**src/rtl/aes_pkg.sv**
```systemverilog
// Shared defaults, tag record and FSM encoding for the AES pipeline arbiter.
package aes_pkg;

  localparam int DEF_BLOCK_LENGTH = 128;
  localparam int DEF_PIPE_DEPTH   = 10;
  localparam int DEF_OUT_DEPTH    = 16;

  typedef struct packed {
    logic valid;
    logic id;
  } tag_t;

  typedef enum logic [1:0] {
    RUN,
    DRAIN,
    DONE
  } state_t;

endpackage

```
**src/rtl/aes_out_fifo.sv**
```systemverilog
// Synchronous FIFO with occupancy count; head is visible the cycle after its push edge.
// No overflow guard: the upstream credit scheme never pushes into a full FIFO.
module aes_out_fifo #(
  parameter int WIDTH = 129,
  parameter int DEPTH = 16
) (
  input  logic                         clk,
  input  logic                         rst,
  input  logic                         push,
  input  logic [WIDTH-1:0]             push_data,
  input  logic                         pop,
  output logic                         head_valid,
  output logic [WIDTH-1:0]             head_data,
  output logic [$clog2(DEPTH+1)-1:0]   count
);

  localparam int AW = $clog2(DEPTH);
  localparam int CW = $clog2(DEPTH+1);

  logic [WIDTH-1:0] mem [DEPTH];
  logic [AW-1:0]    wr_ptr;
  logic [AW-1:0]    rd_ptr;
  logic             do_pop;

  assign head_valid = (count != '0);
  assign do_pop     = pop & head_valid;
  // Storage is not reset, so the head is masked to keep out_data at zero when empty.
  assign head_data  = head_valid ? mem[rd_ptr] : '0;

  always_ff @(posedge clk) begin
    if (push) begin
      mem[wr_ptr] <= push_data;
    end
  end

  always_ff @(posedge clk or negedge rst) begin
    if (!rst) begin
      wr_ptr <= '0;
      rd_ptr <= '0;
      count  <= '0;
    end else begin
      if (push) begin
        wr_ptr <= wr_ptr + AW'(1);
      end
      if (do_pop) begin
        rd_ptr <= rd_ptr + AW'(1);
      end
      case ({push, do_pop})
        2'b10:   count <= count + CW'(1);
        2'b01:   count <= count - CW'(1);
        default: count <= count;
      endcase
    end
  end

endmodule

```
**src/rtl/aes_pipe_arbiter.sv**
```systemverilog
// Round-robin issue of two requesters into a shared pipelined AES core, results buffered by credit.
// Optional per-requester accept counters are built when AES_ARB_STATS_EN is defined.
module aes_pipe_arbiter
  import aes_pkg::*;
#(
  parameter int BLOCK_LENGTH = DEF_BLOCK_LENGTH,
  parameter int PIPE_DEPTH   = DEF_PIPE_DEPTH,
  parameter int OUT_DEPTH    = DEF_OUT_DEPTH
) (
  input  logic                    clk,
  input  logic                    rst,
  input  logic                    req0_valid,
  input  logic [BLOCK_LENGTH-1:0] req0_data,
  output logic                    req0_ready,
  input  logic                    req1_valid,
  input  logic [BLOCK_LENGTH-1:0] req1_data,
  output logic                    req1_ready,
  output logic                    core_in_valid,
  output logic [BLOCK_LENGTH-1:0] core_in_data,
  input  logic [BLOCK_LENGTH-1:0] core_out_data,
  output logic                    out_valid,
  output logic [BLOCK_LENGTH-1:0] out_data,
  output logic                    out_id,
  input  logic                    out_ready,
  input  logic                    flush,
`ifdef AES_ARB_STATS_EN
  output logic [31:0]             stat_cnt0,
  output logic [31:0]             stat_cnt1,
`endif
  output logic                    flush_done
);

  localparam int CW = $clog2(OUT_DEPTH+1);

  state_t            state;
  state_t            state_nxt;
  logic              rr_ptr;
  tag_t              tags [PIPE_DEPTH+1];
  logic [CW-1:0]     inflight;
  logic [CW-1:0]     fifo_count;
  logic [CW:0]       used;
  logic              credit_ok;
  logic              grant0;
  logic              grant1;
  logic              run_ok;
  logic              accept0;
  logic              accept1;
  logic              accept;
  logic              fifo_push;
  logic              fifo_pop;
  logic [BLOCK_LENGTH:0] fifo_head;

  // tags[0] sits alongside the core input register, tags[PIPE_DEPTH] alongside core_out_data.
  always_comb begin
    inflight = '0;
    for (int i = 0; i <= PIPE_DEPTH; i++) begin
      inflight = inflight + CW'(tags[i].valid);
    end
  end

  assign used      = {1'b0, inflight} + {1'b0, fifo_count};
  assign credit_ok = (used < (CW+1)'(OUT_DEPTH));

  assign grant0 = req0_valid & (~req1_valid | ~rr_ptr);
  assign grant1 = req1_valid & (~req0_valid |  rr_ptr);
  // rst gates the readies so they read 0 while reset is held, whatever the requesters drive.
  assign run_ok = (state == RUN) & credit_ok & rst;

  assign req0_ready = grant0 & run_ok;
  assign req1_ready = grant1 & run_ok;
  assign accept0    = req0_valid & req0_ready;
  assign accept1    = req1_valid & req1_ready;
  assign accept     = accept0 | accept1;

  always_ff @(posedge clk or negedge rst) begin
    if (!rst) begin
      core_in_valid <= 1'b0;
      core_in_data  <= '0;
      rr_ptr        <= 1'b0;
    end else begin
      core_in_valid <= accept;
      if (accept) begin
        core_in_data <= accept1 ? req1_data : req0_data;
      end
      if (accept0) begin
        rr_ptr <= 1'b1;
      end else if (accept1) begin
        rr_ptr <= 1'b0;
      end
    end
  end

  always_ff @(posedge clk or negedge rst) begin
    if (!rst) begin
      for (int i = 0; i <= PIPE_DEPTH; i++) begin
        tags[i] <= '0;
      end
    end else begin
      tags[0] <= '{valid: accept, id: accept1};
      for (int i = 1; i <= PIPE_DEPTH; i++) begin
        tags[i] <= tags[i-1];
      end
    end
  end

  assign fifo_push = tags[PIPE_DEPTH].valid;
  assign fifo_pop  = out_valid & out_ready;

  aes_out_fifo #(
    .WIDTH (BLOCK_LENGTH + 1),
    .DEPTH (OUT_DEPTH)
  ) u_out_fifo (
    .clk        (clk),
    .rst        (rst),
    .push       (fifo_push),
    .push_data  ({tags[PIPE_DEPTH].id, core_out_data}),
    .pop        (fifo_pop),
    .head_valid (out_valid),
    .head_data  (fifo_head),
    .count      (fifo_count)
  );

  assign out_data = fifo_head[BLOCK_LENGTH-1:0];
  assign out_id   = fifo_head[BLOCK_LENGTH];

  always_ff @(posedge clk or negedge rst) begin
    if (!rst) begin
      state <= RUN;
    end else begin
      state <= state_nxt;
    end
  end

  always_comb begin
    state_nxt  = state;
    flush_done = 1'b0;
    case (state)
      RUN: begin
        if (flush) begin
          state_nxt = DRAIN;
        end
      end
      DRAIN: begin
        if (!flush) begin
          state_nxt = RUN;
        end else if (inflight == '0 && fifo_count == '0) begin
          state_nxt = DONE;
        end
      end
      DONE: begin
        flush_done = 1'b1;
        if (!flush) begin
          state_nxt = RUN;
        end
      end
      default: state_nxt = RUN;
    endcase
  end

`ifdef AES_ARB_STATS_EN
  logic enter_done;
  assign enter_done = (state != DONE) && (state_nxt == DONE);

  always_ff @(posedge clk or negedge rst) begin
    if (!rst) begin
      stat_cnt0 <= '0;
      stat_cnt1 <= '0;
    end else if (enter_done) begin
      stat_cnt0 <= '0;
      stat_cnt1 <= '0;
    end else begin
      stat_cnt0 <= stat_cnt0 + 32'(accept0);
      stat_cnt1 <= stat_cnt1 + 32'(accept1);
    end
  end
`endif

endmodule
```
**config.mk**
```make
export PLATFORM = sky130hd
export DESIGN_NAME = aes_pipe_arbiter
export DESIGN_NICKNAME = d
export VERILOG_FILES = /design/src/rtl/aes_pkg.sv /design/src/rtl/aes_out_fifo.sv /design/src/rtl/aes_pipe_arbiter.sv
export SDC_FILE = /design/constraint.sdc
export NUM_CORES = 2
export LEC_CHECK = 0
export CAP_MARGIN = 20
export CORE_UTILIZATION = 45
export DETAILED_ROUTE_END_ITERATION = 10
export GPL_TIMING_DRIVEN = 0
export PLACE_DENSITY = 0.69
export REMOVE_ABC_BUFFERS = 1
export SKIP_CTS_REPAIR_TIMING = 1
export SYNTH_ARGS = -nofsm -noshare
export SYNTH_HDL_FRONTEND = slang
export SYNTH_SLANG_ARGS = --single-unit
```
**constraint.sdc**
```tcl
create_clock -name clk -period 19.5 [get_ports clk]
set_input_delay 3.9 -clock clk [delete_from_list [all_inputs] [get_ports clk]]
set_output_delay 3.9 -clock clk [all_outputs]
set_load 0.05 [all_outputs]
```
==> impl_metrics.py <==
metrics = {
    "run_status": {
        "run_status": "finished clean",
    },
    "hold_path": {
        "hold_class": "register to register",
    },
    "synth": {
        "syn_avg_cell_area_um2": 22.8,
        "ys_ff_latch": 2230,
        "ys_warn_count": 0,
        "synth.distinct_cells": 46,
        "async_flop_share": 0.0744,
        "synth_area_um2": 85700,
        "yosysSeqAreaShare": 0.772,
        "synth_edf_count": 2064,
        "ys.flop_type": "edfxtp_1",
        "synthCells": 3757,
    },
    "cts": {
        "clock-sinks": 2230,
        "tritoncts": "yes",
        "h-tree-depth": 4,
        "clockRootBuffer": "clkbuf_16",
        "cts_buffers": 219,
        "clk_latency_ns": 0.86,
        "clockBufferDepth": 3,
        "path_clk_slew_ns": 0.06,
    },
    "grt": {
        "grt_pass1_vias": 44100,
        "gr-total-overflow": 0,
        "grt_start_max_net_pins": 89,
        "grt_pass1_wl_mm": 319,
        "antenna_found_initial": 50,
        "track_usage": 0.233,
    },
    "power": {
        "leakage_nw": 34.2,
        "p_int_w": 0.0104,
        "combPwrFrac": 0.387,
        "pwr-share-seq": 0.358,
        "p_sw_frac": 0.347,
        "worst_ir_drop_vdd_uv": 114,
        "power_frac_clock": 0.255,
        "power_density_nw_per_um2": 150,
        "p_switching_w": 0.00551,
    },
    "drt": {
        "first_pass_iters": 5,
        "drt_wl_total_mm": 226,
        "vias": 43300,
        "drc": 0,
        "viasPerCell": 5.90,
        "wl_per_cell_um": 30.8,
        "drt_iter0_markers": 4101,
        "ant_nets": 0,
    },
    "timing": {
        "period_minus_slack_ns": 10.58,
        "max_slew_margin": 0.331,
        "fin_crit_sh": 0.543,
        "max_clock_freq_ghz": 0.0945,
        "report.final.slew_viol_count": 0,
        "setup_viol_count_final": 0,
        "worstMarginPinSlew_ns": 0.997,
        "tns_ns": 0,
        "clock-skew-final_ns": 0.0335,
        "finalHoldViolations": 0,
        "rsz0062_at_grt": "false",
    },
    "flow_run": {
        "drv_cap": 0,
    },
    "placed_design": {
        "dpl.hpwl_mm": 149,
        "placed_area_um2": 98700,
        "port-buffer-count": 651,
        "gp_congestion": 0.914,
    },
    "setup_path": {
        "rrSetupSlack_ns": 13.77,
        "crit_required_ns": 15.60,
        "cp-endpoint": "req1_ready",
        "cp.arrival_ns": 6.68,
        "worstSetupPathType": "register to primary output",
        "worstRegToRegCells": 13,
        "critPathLaunchType": "register",
        "cp_max_fo": 4,
        "critPathLaunch": "tags[21]$_DFF_PN0_",
        "r2r_end": "core_in_data[86]$_DFFE_PN0P_",
        "end_kind": "primary output",
        "r2r-start": "tags[21]$_DFF_PN0_",
    },
    "floorplanning": {
        "ios": 652,
        "core-area_um2": 188000,
        "fp-row-count": 159,
        "die_w_um": 438,
        "die_height_um": 438,
        "die_area_um2": 192000,
        "start_util": 0.455,
    },
    "cells_and_area": {
        "final_util": 0.560,
        "areaGrowthSynthToFinish_pct": 23.3,
        "fin_area_um2": 106000,
        "layout-drive-gt1-share": 0.241,
        "final_cell_mix": "edfxtp_1 (2064), clkdlybuf4s50_1 (650), mux4_2 (450)",
        "fin_nets": 5050,
        "fillers": 13800,
        "final_common_cell": "edfxtp_1",
        "seqCellArea_um2": 66100,
        "multi_input_area_um2": 18400,
    },
}
-- metal layers --
layer / up-vias / GRT usage / part of all wire
li1: 17900 / - / -
met1: 23300 / 0.321 / 0.41
met2: 1747 / 0.369 / 0.48
met3: 355 / 0.0519 / 0.073
met4: 14 / 0.0764 / 0.032
met5: - / 0 / 0.00042
-- sequential cells by signal, summed over array words and instances (netlist names) --
name,flops
u_out_fifo.mem,2064
core_in_data,128
tags,21
u_out_fifo.count,5
u_out_fifo.rd_ptr,4
u_out_fifo.wr_ptr,4
state,2
fifo_push,1
rr_ptr,1
-- cell type report --
class	count	area share
Inverter	24	0.000853
Clock inverter	130	0.0104
Timing Repair Buffer	894	0.104
Multi-Input combinational cell	1270	0.174
Tap cell	2495	0.0296
Antenna cell	22	0.000521
Sequential cell	2230	0.626
Clock buffer	271	0.0547
-- synthesized netlist by cell type, types with 18 or more instances --
cell | count | area (um^2)
nor2_1 | 18 | 67.6
inv_1 | 24 | 90.1
mux4_2 | 450 | 10100
clkbuf_1 | 96 | 360
buf_6 | 26 | 293
dfrtp_1 | 166 | 4150
mux2_2 | 129 | 1450
a221o_1 | 128 | 1280
buf_1 | 27 | 101
buf_2 | 81 | 405
mux4_1 | 66 | 1730
a2bb2oi_1 | 128 | 1120
edfxtp_1 | 2064 | 62000
o22ai_1 | 128 | 801
nor2b_1 | 132 | 826
-- how the worst min path moves through the flow --
stage / startpoint / end / slack, ns / cells after the start
floorplan: tags[2]$_DFF_PN0_ / tags[0]$_DFF_PN0_ / 0.33 / 0
global placement: tags[12]$_DFF_PN0_ / tags[10]$_DFF_PN0_ / 0.34 / 0
detailed placement: tags[4]$_DFF_PN0_ / tags[2]$_DFF_PN0_ / 0.33 / 0
CTS: tags[8]$_DFF_PN0_ / tags[6]$_DFF_PN0_ / 0.34 / 0
global route: tags[8]$_DFF_PN0_ / tags[6]$_DFF_PN0_ / 0.34 / 0
finish: tags[8]$_DFF_PN0_ / tags[6]$_DFF_PN0_ / 0.34 / 0
-- power by group through the flow --
stage	registers, W	clock network [W]	logic (W)
detailed placement	0.00577	0	0.00620
floorplan	0.00657	0	0.00464
CTS	0.00568	0.00412	0.00622
global placement	0.00641	0	0.00765
global route	0.00571	0.00430	0.00641
finish	0.00568	0.00404	0.00614
-- metrics by stage --
step                hold WS, ns  total power, W  setup WS (ns)  std cells
detailed placement        0.335          0.0120           9.07       6913
global route              0.344          0.0164           8.62       7331
floorplan                 0.331          0.0112          -1.60       3524
finish                    0.342          0.0159           8.92       7336
global placement          0.339          0.0141         -51.33       6670
CTS                       0.344          0.0160           8.87       7314
-- worst max-delay path: stages (launching register included) --
cell	delay, ns
dfrtp_1	0.42
fa_1	0.55
inv_1	0.05
fa_1	0.54
fa_1	0.44
fa_1	0.43
fa_1	0.45
xnor2_1	0.21
ha_1	0.28
and4b_1	0.17
o21ai_0	0.61
nand3_1	0.50
nor2_1	0.31
clkdlybuf4s50_1	0.86
-- kinds of logic (layout without fill, tap and decap cells) --
family | count (synthesis) | after routing | share of synthesized area
muxes | 647 | 647 | 0.156
DFF | 2230 | 2230 | 0.772
AOI/OAI and AO/OA | 407 | 407 | 0.0394
adders and majority gates | 21 | 21 | 0.00377
and+or+nand+nor | 185 | 185 | 0.0127
other | 0 | 22 | 0
buffers and inverters | 257 | 1319 | 0.0153
xor gates and xnor gates | 10 | 10 | 0.00102
(Power assumes the default switching activity.)
